<file path="config.mk">
export PLATFORM = sky130hd
export DESIGN_NAME = activation_unit
export DESIGN_NICKNAME = d
export VERILOG_FILES = /design/src/rtl/act_pkg.sv /design/src/rtl/act_pla_lane.sv /design/src/rtl/activation_unit.sv
export SDC_FILE = /design/constraint.sdc
export NUM_CORES = 1
export LEC_CHECK = 0
export ABC_AREA = 1
export CAP_MARGIN = 25
export CORE_ASPECT_RATIO = 0.5
export CORE_UTILIZATION = 40
export CTS_BUF_LIST = sky130_fd_sc_hd__clkbuf_16
export DETAILED_ROUTE_END_ITERATION = 10
export SYNTH_ARGS = -nofsm -noshare
export SYNTH_HDL_FRONTEND = slang
export SYNTH_SLANG_ARGS = --single-unit
</file>
<file path="constraint.sdc">
create_clock -name clk -period 3.7 [get_ports clk]
set_input_delay 0.555 -clock clk [delete_from_list [all_inputs] [get_ports clk]]
set_output_delay 0.555 -clock clk [all_outputs]
set_load 0.05 [all_outputs]
</file>
<file path="src/rtl/act_pkg.sv">
// Shared constants for the piecewise-linear activation unit.
// Breakpoints and offsets are held in Q.16 and truncated to FRAC_W.
package act_pkg;

  typedef enum logic [1:0] {
    MODE_ID   = 2'b00,
    MODE_RELU = 2'b01,
    MODE_SIG  = 2'b10,
    MODE_TANH = 2'b11
  } act_mode_e;

  localparam int Q16_ONE    = 65536;
  localparam int Q16_BP_1   = 65536;
  localparam int Q16_BP_2P4 = 155648;
  localparam int Q16_BP_5   = 327680;
  localparam int Q16_OFF_05 = 32768;
  localparam int Q16_OFF_06 = 40960;
  localparam int Q16_OFF_08 = 55296;

  function automatic int act_scale(int q16, int frac_w);
    return q16 >>> (16 - frac_w);
  endfunction

endpackage

</file>
<file path="src/rtl/act_pla_lane.sv">
// One activation lane: abs/sign, segment shift-add, reflection and output.
// Tanh datapath present only with ACTIVATION_TANH_EN defined.
module act_pla_lane
  import act_pkg::*;
#(
  parameter int DATA_W = 16,
  parameter int FRAC_W = 8
) (
  input  logic              clk,
  input  logic              reset,
  input  logic              en,
  input  logic [1:0]        mode,
  input  logic [DATA_W-1:0] x,
  output logic [DATA_W-1:0] f_x
);

  localparam logic [DATA_W-1:0] MAX =
    {1'b0, {(DATA_W-1){1'b1}}};
  localparam logic [DATA_W-1:0] MIN =
    {1'b1, {(DATA_W-1){1'b0}}};
  localparam logic [DATA_W-1:0] ONE =
    DATA_W'(act_scale(Q16_ONE, FRAC_W));
  localparam logic [DATA_W-1:0] BP_1 =
    DATA_W'(act_scale(Q16_BP_1, FRAC_W));
  localparam logic [DATA_W-1:0] BP_2P4 =
    DATA_W'(act_scale(Q16_BP_2P4, FRAC_W));
  localparam logic [DATA_W-1:0] BP_5 =
    DATA_W'(act_scale(Q16_BP_5, FRAC_W));
  localparam logic [DATA_W-1:0] OFF_05 =
    DATA_W'(act_scale(Q16_OFF_05, FRAC_W));
  localparam logic [DATA_W-1:0] OFF_06 =
    DATA_W'(act_scale(Q16_OFF_06, FRAC_W));
  localparam logic [DATA_W-1:0] OFF_08 =
    DATA_W'(act_scale(Q16_OFF_08, FRAC_W));

  logic [DATA_W-1:0] xin, a;
  logic              neg;

  // tanh feeds 2x (saturated) into the sigmoid path
  always_comb begin
    xin = x;
`ifdef ACTIVATION_TANH_EN
    if (mode == MODE_TANH) begin
      if (x[DATA_W-1] != x[DATA_W-2])
        xin = x[DATA_W-1] ? MIN : MAX;
      else
        xin = {x[DATA_W-2:0], 1'b0};
    end
`endif
    neg = xin[DATA_W-1];
    if (!neg)
      a = xin;
    else if (xin == MIN)
      a = MAX;
    else
      a = -xin;
  end

  logic [DATA_W-1:0] s1_x, s1_a;
  logic [1:0]        s1_mode;
  logic              s1_neg;

  always_ff @(posedge clk) begin
    if (reset) begin
      s1_x    <= '0;
      s1_a    <= '0;
      s1_mode <= '0;
      s1_neg  <= 1'b0;
    end else if (en) begin
      s1_x    <= x;
      s1_a    <= a;
      s1_mode <= mode;
      s1_neg  <= neg;
    end
  end

  logic [DATA_W-1:0] y;

  always_comb begin
    if (s1_a >= BP_5)
      y = ONE;
    else if (s1_a >= BP_2P4)
      y = (s1_a >> 5) + OFF_08;
    else if (s1_a >= BP_1)
      y = (s1_a >> 3) + OFF_06;
    else
      y = (s1_a >> 2) + OFF_05;
  end

  logic [DATA_W-1:0] s2_x, s2_y;
  logic [1:0]        s2_mode;
  logic              s2_neg;

  always_ff @(posedge clk) begin
    if (reset) begin
      s2_x    <= '0;
      s2_y    <= '0;
      s2_mode <= '0;
      s2_neg  <= 1'b0;
    end else if (en) begin
      s2_x    <= s1_x;
      s2_y    <= y;
      s2_mode <= s1_mode;
      s2_neg  <= s1_neg;
    end
  end

  logic [DATA_W-1:0] sig, res;

  always_comb begin
    sig = s2_neg ? ONE - s2_y : s2_y;
    unique case (s2_mode)
      MODE_RELU: res = s2_x[DATA_W-1] ? '0 : s2_x;
      MODE_SIG:  res = sig;
`ifdef ACTIVATION_TANH_EN
      MODE_TANH: res = (sig << 1) - ONE;
`endif
      default:   res = s2_x;
    endcase
  end

  always_ff @(posedge clk) begin
    if (reset)
      f_x <= '0;
    else if (en)
      f_x <= res;
  end

endmodule

</file>
<file path="src/rtl/activation_unit.sv">
// LANES-wide 3-stage activation pipeline with valid/ready handshake.
// Optional tanh mode: define ACTIVATION_TANH_EN.
module activation_unit #(
  parameter int DATA_W = 16,
  parameter int FRAC_W = 8,
  parameter int LANES  = 4
) (
  input  logic                    clk,
  input  logic                    reset,
  input  logic                    valid_in,
  output logic                    ready_in,
  input  logic [1:0]              mode,
  input  logic [LANES*DATA_W-1:0] x,
  output logic [LANES*DATA_W-1:0] f_x,
  output logic                    valid_out,
  input  logic                    ready_out
);

  logic advance;
  logic v1, v2;

  assign advance  = ~valid_out | ready_out;
  assign ready_in = advance;

  always_ff @(posedge clk) begin
    if (reset) begin
      v1        <= 1'b0;
      v2        <= 1'b0;
      valid_out <= 1'b0;
    end else if (advance) begin
      v1        <= valid_in;
      v2        <= v1;
      valid_out <= v2;
    end
  end

  for (genvar i = 0; i < LANES; i++) begin : g_lane
    act_pla_lane #(
      .DATA_W(DATA_W),
      .FRAC_W(FRAC_W)
    ) u_lane (
      .clk  (clk),
      .reset(reset),
      .en   (advance),
      .mode (mode),
      .x    (x[i*DATA_W +: DATA_W]),
      .f_x  (f_x[i*DATA_W +: DATA_W])
    );
  end

endmodule

</file>
## Word level (Yosys, flattened, before mapping)

Index checks and enable logic that the tools add are counted.

| word-level totals | value |
|---|---|
| logic and storage cells | 105 |
| output and inout port bits | 66 |
| flip-flop bits (word level) | 335 |

| operators by class | value |
|---|---|
| mux-type cells | 32 |
| order comparisons | 12 |
| bitwise logic cells | 2 |
| equal/unequal tests | 6 |
| add/subtract/negate cells | 20 |

Operators with widths:

| operator | count |
|---|---|
| $mux 16 | 24 |
| $pmux 16 s2 | 4 |
| $eq 16x16->1 const B | 4 |
| $ge 16x10->1 const B | 4 |
| $ge 16x11->1 const B | 4 |
| $ge 16x9->1 const B | 4 |
| $neg 16->16 | 4 |
| $sub 9x16->16 const A | 4 |
| $add 14x8->15 const B | 4 |
| $mux 15 | 4 |
| $add 13x8->14 const B | 4 |
| $add 11x8->12 const B | 4 |
| $eq 2x1->1 const B | 1 |
| $eq 2x2->1 const B | 1 |
| $not 1->1 | 1 |
| $or 1x1->1 | 1 |

## Depth between registers and ports, before layout

Gate-level depths: netlist (run 1).

| depth | value |
|---|---|
| word-level depth | 4 |
| gate-level depth with buffers | 12 |

## Cells and area by module

From an unflattened synthesis (run 1), not the netlist that was laid out.

| unflattened totals | value |
|---|---|
| cells, all modules | 2503 |
| area total of the unflattened synthesis | 17305.3 µm² |

Modules (own cells, without submodules):

| module | cells each | times used | seq. area each (µm²) | area each (µm²) |
|---|---|---|---|---|
| act_pla_lane (g_lane[0].u_lane ...) | 622 | 3 | 1661.6 | 4304.1 |
| act_pla_lane (g_lane[3].u_lane) | 618 | 1 | 1661.6 | 4266.6 |
| activation_unit | 19 | 1 | 60.1 | 126.4 |

## Worst setup path before layout (run 1)

Ideal clock, no wire load.

| timing path | value |
|---|---|
| kind | register -> output |
| start | register valid_out |
| end | output port ready_in |
| cell stages (with the launch flop) | 7 |
| arrival time | 1.510 ns |
| data required time | 3.145 ns |
| path slack | 1.635 ns |
| cell sequence | dfxtp_1 -> inv_1 -> or2_1 -> buf_4 -> buf_6 -> buf_2 -> buf_4 |

| between the ends | value |
|---|---|
| cells in the longest elaborated chain, start to end | 2 |

RTL lines:

| element | line | text |
|---|---|---|
| from (decl) | activation_unit.sv:15 | `output logic valid_out,` |
| from (signal assigned) | activation_unit.sv:33 | `valid_out <= v2;` |
| $not 1->1 | activation_unit.sv:22 | `assign advance = ~valid_out \| ready_out;` |
| $or 1x1->1 | activation_unit.sv:22 |  |
| to (decl) | activation_unit.sv:11 | `output logic ready_in,` |

Every way passes these cells.

==> results of run 1 <==
final timing paths:
path	depth (start not counted)	to	slack, ps
min reg2reg	2	g_lane[1].u_lane.s1_neg$_SDFFE_PP0P_	460
min	2	g_lane[1].u_lane.s1_neg$_SDFFE_PP0P_	460
max reg2reg	8	g_lane[3].u_lane.f_x[7]$_SDFFE_PP0P_	1170
max	8	g_lane[3].u_lane.f_x[7]$_SDFFE_PP0P_	1170
power breakdown:
part	switching (W)	total, W	internal [W]	leakage [nW]
clock network	0.00141	0.00313	0.00172	0.485
registers	0.000205	0.00390	0.00370	2.66
logic	0.00104	0.00160	0.000555	4.81
worst register-to-register path, delay by kind of cell (launching register included):
family          cells  cell delay (ps)
simple gates        2              480
fa+ha+maj           1              440
buf+inv             4             1080
compound gates      1              140
flops               1              340
kinds of logic (layout without fill, tap and decap cells):
| group | Yosys count | count (layout) | share of synthesized area (%) |
|---|---|---|---|
| AOI/OAI and AO/OA | 626 | 626 | 19.5 |
| xor gates and xnor gates | 39 | 39 | 2.04 |
| adders and majority gates | 38 | 38 | 2.84 |
| buffers and inverters | 355 | 435 | 9.56 |
| DFF | 323 | 323 | 38.6 |
| and+or+nand+nor | 1046 | 1046 | 27.4 |
through the flow:
step	utilization (%)	power [W]	setup slack, ps
3_3_place_gp	44.6	0.00556	912
6_report	47.0	0.00863	1170
5_1_grt	47.0	0.00907	1040
3_5_place_dp	44.6	0.00557	893
2_1_floorplan	-	0.00508	1640
4_1_cts	47.0	0.00870	1180
area by class of cell:
type	instances	area, um^2	area share (%)
clock buffers	31	776	4.04
clock inverters	25	194	1.01
inverters	224	851	4.43
multi-input cells	1749	8670	45.2
flip-flops and latches	323	6470	33.7
well taps	540	676	3.52
repair buffers	155	1560	8.11
sequential cells by signal, indices dropped and copies added (netlist names), 2 cells and up:
signal	count
g_lane.u_lane.f_x	64
g_lane.u_lane.s1_mode	2
g_lane.u_lane.s1_neg	4
g_lane.u_lane.s2_neg	4
g_lane.u_lane.s2_x	60
g_lane.u_lane.s1_a	64
g_lane.u_lane.s1_x	60
g_lane.u_lane.s2_y	60
g_lane.u_lane.s2_mode	2
synthesized netlist by cell type (5+ instances only):
master    count  area [um^2]
a31oi_1      22          138
xor2_1       36          315
buf_6        20          225
o211ai_1     15          113
nor2_1      310         1160
inv_1       207          777
nand3_2       6         60.1
nand3b_1      7         52.6
nor3_1       46          230
a21oi_1     268         1340
buf_4        23          173
clkbuf_1     65          244
ha_1         38          475
o21ai_0     286         1430
nand4_1      30          188
buf_2        22          110
o21ai_1      14         70.1
nand2_2      11         68.8
nand2_1     373         1400
dfxtp_1     323         6470
nand3_1     230         1150
or2_2         7         43.8
nor2_4        5         56.3
inv_2        14         52.6
nor2_2       10         62.6
routing by layer:
layer / up-vias / global-route usage [%]
li1: 8185 / -
met1: 7489 / 27.5
met2: 313 / 39.4
met3: 81 / 2.79
met4: 0 / 6.59
met5: - / 0
==> results by group, run 1 <==
Die
  – Ports: 136
  – Core box area: 40,800 um^2
  – Placement Rows: 52
  – Die W: approximately 290 um
  – Die span in y: between 100 and 150 um
  – Die area: 42,700 um^2
  – Initial core utilization: about two fifths

Timing
  – Setup tns final: 0 ps
  – FMAX: 395 MHz
  – Final hold vios: 0
  – Finish-stage setup viols: 0
  – Worst Tran Pin Value: roughly 980 ps
  – Max-slew headroom: between 30% and 40%
  – Final Cycle Share: between 60% and 70%
  – Clock skew: approximately 9.2 ps
  – Final hold slack: approximately 460 ps
  – Slew Viols, Final: 0
  – Crit path time final: between 2000 and 3000 ps
  – RSZ-0062 raised after global routing: false

Placed design
  – Final Wtd Congestion: about 0.90
  – Port Buffers: between 100 and 150
  – Inst Count DP: about 3,000
  – Detailed Place HPWL: 33.4 mm
  – DP Area: approximately 18,000 um^2

Route
  – DRC: 0
  – Total iterations of the first detailed-routing run: 8
  – DR vias/cell: ~5.3
  – Metal3 WL: approximately 1.7 mm
  – Top layer in use: met4
  – Avg WL per Cell: between 15 and 20 um
  – Met1 Wirelength: 21.3 mm
  – DR vias: ~16,000
  – DRT iter0 DRCs: 1,015
  – DRT Wirelength: 47.9 mm
  – Post-route ant nets: 0
  – Met2 wire len: roughly 24 mm

Final layout
  – Diode count: 0
  – Commonest cells after routing, fill and taps aside: 373 x nand2_1, 323 x dfxtp_1, 310 x nor2_1, 286 x o21ai_0, 268 x a21oi_1
  – Finished Cell Area: ~19,000 um^2
  – Layout cell share with drive strength beyond 1: 5.11%
  – Finished Layout Cells: 3,047
  – Nets@finish: between 2,000 and 3,000
  – Commonest non-fill, non-tap cell in the layout: nand2_1
  – Area Growth Syn to Fin: 14.7%
  – Fillers: roughly 4,200

Worst setup path
  – WP data arrival: slightly above 3000 ps
  – Most common cell on crit path: inv_2
  – Worst setup startpoint: g_lane[1].u_lane.s2_mode[0]$_SDFFE_PP0P_
  – CP Max Fanout: 23
  – Crit path buf inv count: 4
  – CP Class: reg2reg
  – Delay-heaviest family, CP: buffers and inverters
  – Crit. End Element: flip-flop
  – CP cell instances: inv_1 -> ha_1 -> inv_2 -> nand2_2 -> inv_2 -> buf_4 -> nand3_1 -> a21oi_1
  – Worst EP required: around 4200 ps
  – Critical path startpoint category: flip-flop
  – R2R Path Start: g_lane[1].u_lane.s2_mode[0]$_SDFFE_PP0P_
  – CP max stage cell: ha_1
  – CP peak stage delay: between 400 and 500 ps

Global routing
  – Grt ovf: 0
  – Initial antenna violation count: 0
  – First-pass GRT wire length: approximately 78 mm
  – Total GRT Usage: a little over a fifth
  – Largest net degree at the start of global routing: around 150
  – Vias in the first global route: 15,057

Power
  – Worst IR Drop VDD: between 300 and 400 uV
  – Power Density: between 400 and 500 nW/um^2
  – Static leakage: 7.95 nW

Clock tree
  – CTS resizes: 0
  – Hold buffers post-CTS: 0
  – CTS root buf: clkbuf_16
  – CTS tree: yes
  – CTS H-tree lvls: 1
  – Setup bufs post-CTS: 0
  – Clock sink total: approximately 320
  – Clk Latency, worst-skew pair: 580 ps
  – Worst-path clk slew: around 70 ps
  – Total CTS buffers: 30
  – Max clock buf depth: 3

Synthesis
  – Post-synth top flop: dfxtp_1
  – Synth cell types: between 40 and 50
  – Mean Syn Cell Area: about 7 um^2
  – Mapped cell area: about 17,000 um^2
  – Syn Nets: 2,535
  – Count of flip-flops with a built-in enable after synthesis: 0
  – Mapped Cells: 2,427
  – #FFs+latches synth: 323
  – Asr flop ratio synth: 0%
  – Warnings from Yosys: 0
  – Post-synthesis sequential area ratio: just under 40%

Outcome
  – Outcome: completed

Job
  – Max cap viols: 0

Worst hold path
  – Hold crit path type: reg2reg
  – Worst hold path startpoint: g_lane[1].u_lane.s1_neg$_SDFFE_PP0P_
Power figures use the tool's default switching activity.
==> run 2, diff against run 1 <==
- clock period: 3.7 -> 2.1 ns (I/O delays scaled with it)
==> results by group, run 2 (synthesis gave the netlist of run 1 again) <==
Route
  – Met1 Wirelength: 21.8 mm (+2.6%)
  – DR vias/cell: 5.23 (-0.75%)
  – Avg WL per Cell: 15.5 um (-1.2%)
  – Total iterations of the first detailed-routing run: 5 (-3)
  – DRT iter0 DRCs: 1,154 (+14%)
  – Metal3 WL: 1.53 mm (-9.3%)
  – DRT Wirelength: 48.4 mm (+1.2%)
  – Top layer in use: met4
  – Met2 wire len: 24.2 mm (+2.5%)
  – DR vias: 16,335 (+1.7%)
  – Post-route ant nets: 0 (unchanged)
  – DRC: 0 (unchanged)

Worst setup path
  – Worst Reg-to-Reg Cells: 9 (+1)
  – Crit. End Element: primary output
  – CP peak stage delay: 810 ps (+380 ps)
  – Worst EP required: 1780 ps (-2430 ps)
  – R2R Path Start: g_lane[3].u_lane.s1_a[8]$_SDFFE_PP0P_
  – CP Class: reg2out
  – WP data arrival: 1750 ps (-1290 ps)
  – Worst setup startpoint: g_lane[0].u_lane.f_x[6]$_SDFFE_PP0P_
  – Crit path buf inv count: 1 (-3)
  – CP Max Fanout: 2 (-91%)
  – CP max stage cell: clkdlybuf4s50_1
  – R2R Path End: g_lane[3].u_lane.s2_y[6]$_SDFFE_PP0P_
  – Reg-to-reg slack, setup: 220 ps (-950 ps)
  – CP cell instances: clkdlybuf4s50_1
  – Critical path startpoint category: flip-flop
  – Delay-heaviest family, CP: buffers and inverters

Outcome
  – Outcome: completed

Global routing
  – Initial antenna violation count: 0 (unchanged)
  – Vias in the first global route: 15,541 (+3.2%)
  – First-pass GRT wire length: 80.0 mm (+3.2%)
  – Total GRT Usage: 22.7% (+0.66 points)
  – Grt ovf: 0 (unchanged)
  – Largest net degree at the start of global routing: 88 (-43%)

Clock tree
  – Clk Latency, worst-skew pair: 570 ps (about the same)
  – Total CTS buffers: 31 (+3.3%)
  – Clock sink total: 323 (unchanged)
  – CTS H-tree lvls: 1 (unchanged)
  – Max clock buf depth: 3 (unchanged)
  – CTS root buf: clkbuf_16
  – Setup bufs post-CTS: 0 (unchanged)
  – Worst-path clk slew: 70 ps (about the same)
  – CTS tree: yes

Worst hold path
  – Hold Path Depth: 4 (+2)
  – Worst hold path startpoint: reset
  – WHS Endpoint: g_lane[3].u_lane.f_x[5]$_SDFFE_PP0P_
  – Hold crit path type: in2reg

Timing
  – RSZ-0062 raised after global routing: false
  – Final Cycle Share: between 90 and 100%
  – Finish-stage setup viols: 0 (unchanged)
  – FMAX: between 400 and 500 MHz
  – Clock skew: 14.1 ps (+4.93 ps)
  – Slew Viols, Final: 0 (unchanged)
  – Final WS setup: 38.9 ps (-1130 ps)
  – Final hold vios: 0 (unchanged)
  – Worst Tran Pin Value: 1000 ps (+23.8 ps)
  – Crit path time final: around 2000 ps
  – Final hold slack: 191 ps (-269 ps)
  – Setup tns final: 0 ps (unchanged)
  – Max-slew headroom: 33.3% (-1.6 points)

Power
  – Worst IR Drop VDD: 635 uV (+110%)
  – Static leakage: 8.49 nW (+6.7%)
  – Power Density: 761 nW/um^2 (+69%)

Final layout
  – Area Growth Syn to Fin: 18.5%
  – Fillers: 4,148 (-1.7%)
  – Regs by FF count: g_lane.u_lane.f_x: 64 flops, g_lane.u_lane.s1_a: 64 flops
  – Nets@finish: 2,668 (+3.0%)
  – Register Area: 6470 um^2 (about the same)
  – Footprint of the multi-input gates: 8670 um^2 (unchanged)
  – Commonest non-fill, non-tap cell in the layout: nand2_1
  – Layout cell share with drive strength beyond 1: 7.90% (+2.8 points)
  – Commonest cells after routing, fill and taps aside: 373 x nand2_1, 322 x dfxtp_1, 310 x nor2_1, 286 x o21ai_0, 268 x a21oi_1
  – Diode count: 0 (unchanged)
  – Final core occ: 48.6% (+1.6 points)
  – Finished Layout Cells: 3,121 (+2.4%)

Die
  – Ports: 136 (unchanged)
  – Die area: 42,700 um^2 (unchanged)
  – Placement Rows: 52 (unchanged)
  – Die span in y: 147 um (unchanged)
  – Die W: 291 um (unchanged)
  – Initial core utilization: 41.0% (unchanged)
  – Core box area: 40,800 um^2 (unchanged)

Placed design
  – Post-place setup slack: 32.7 ps (-860 ps)
  – Inst Count DP: 3,068 (+2.6%)
  – Detailed Place HPWL: 35.2 mm (+5.2%)
  – Port Buffers: 135 (unchanged)
  – Final Wtd Congestion: 0.920 (+2.1%)

Job
  – Max cap viols: 0 (unchanged)
[run 2: changes by cell type in the layout (fill, tap and decap cells not counted), moves of 2 or more]
cell / change
buf_12: +9
bufinv_16: -2
clkdlybuf4s50_1: -12
buf_4: +67
clkinvlp_4: -2
dlymetal6s2s_1: +7
inv_1: -2
dlygate4sd2_1: +5
[run 2: what timing repair did]
| action | in CTS | in global routing |
|---|---|---|
| resized for setup | 5 | 8 |
| endpoints found under the setup margin | 5 | 10 |
| hold buffers | 0 | 0 |
[run 2: how the worst max path moves through the flow]
stage	to	slack, ps	depth (start not counted)
CTS	f_x[3]	6	1
finish	f_x[6]	40	1
floorplan	ready_in	280	6
global route	f_x[25]	0.2	1
detailed placement	g_lane[2].u_lane.s1_a[4]$_SDFFE_PP0P_	30	12
global placement	g_lane[2].u_lane.s1_a[3]$_SDFFE_PP0P_	60	12
[run 2: per-stage QoR]
stage | power (W) | area [um^2]
6_report | 0.0151 | 19800
5_1_grt | 0.0159 | 19800
4_1_cts | 0.0152 | 19800
3_5_place_dp | 0.00996 | 18900
3_3_place_gp | 0.00995 | 18900
2_1_floorplan | 0.00894 | 16700
[run 2: area by class of cell]
class                      count  area share, %
multi-input combinational   1749           43.7
sequential                   323           32.6
timing repair buffer         231           11.4
inverter                     224           4.29
clock buffer                  31           3.91
tap                          540           3.41
clock inverter                23          0.707
[run 2: metal layers]
metal	global-route usage, %	vias to the layer above
met2	41.1	284
met3	2.41	59
met1	28.8	7638
met5	0	-
met4	5.00	0
li1	-	8354
[run 2: power breakdown]
part | total (W) | switching [W] | internal (W)
sequential | 0.00685 | 0.000335 | 0.00652
combinational | 0.00298 | 0.00189 | 0.00108
clock | 0.00525 | 0.00246 | 0.00280
total | 0.0151 | 0.00469 | 0.0104
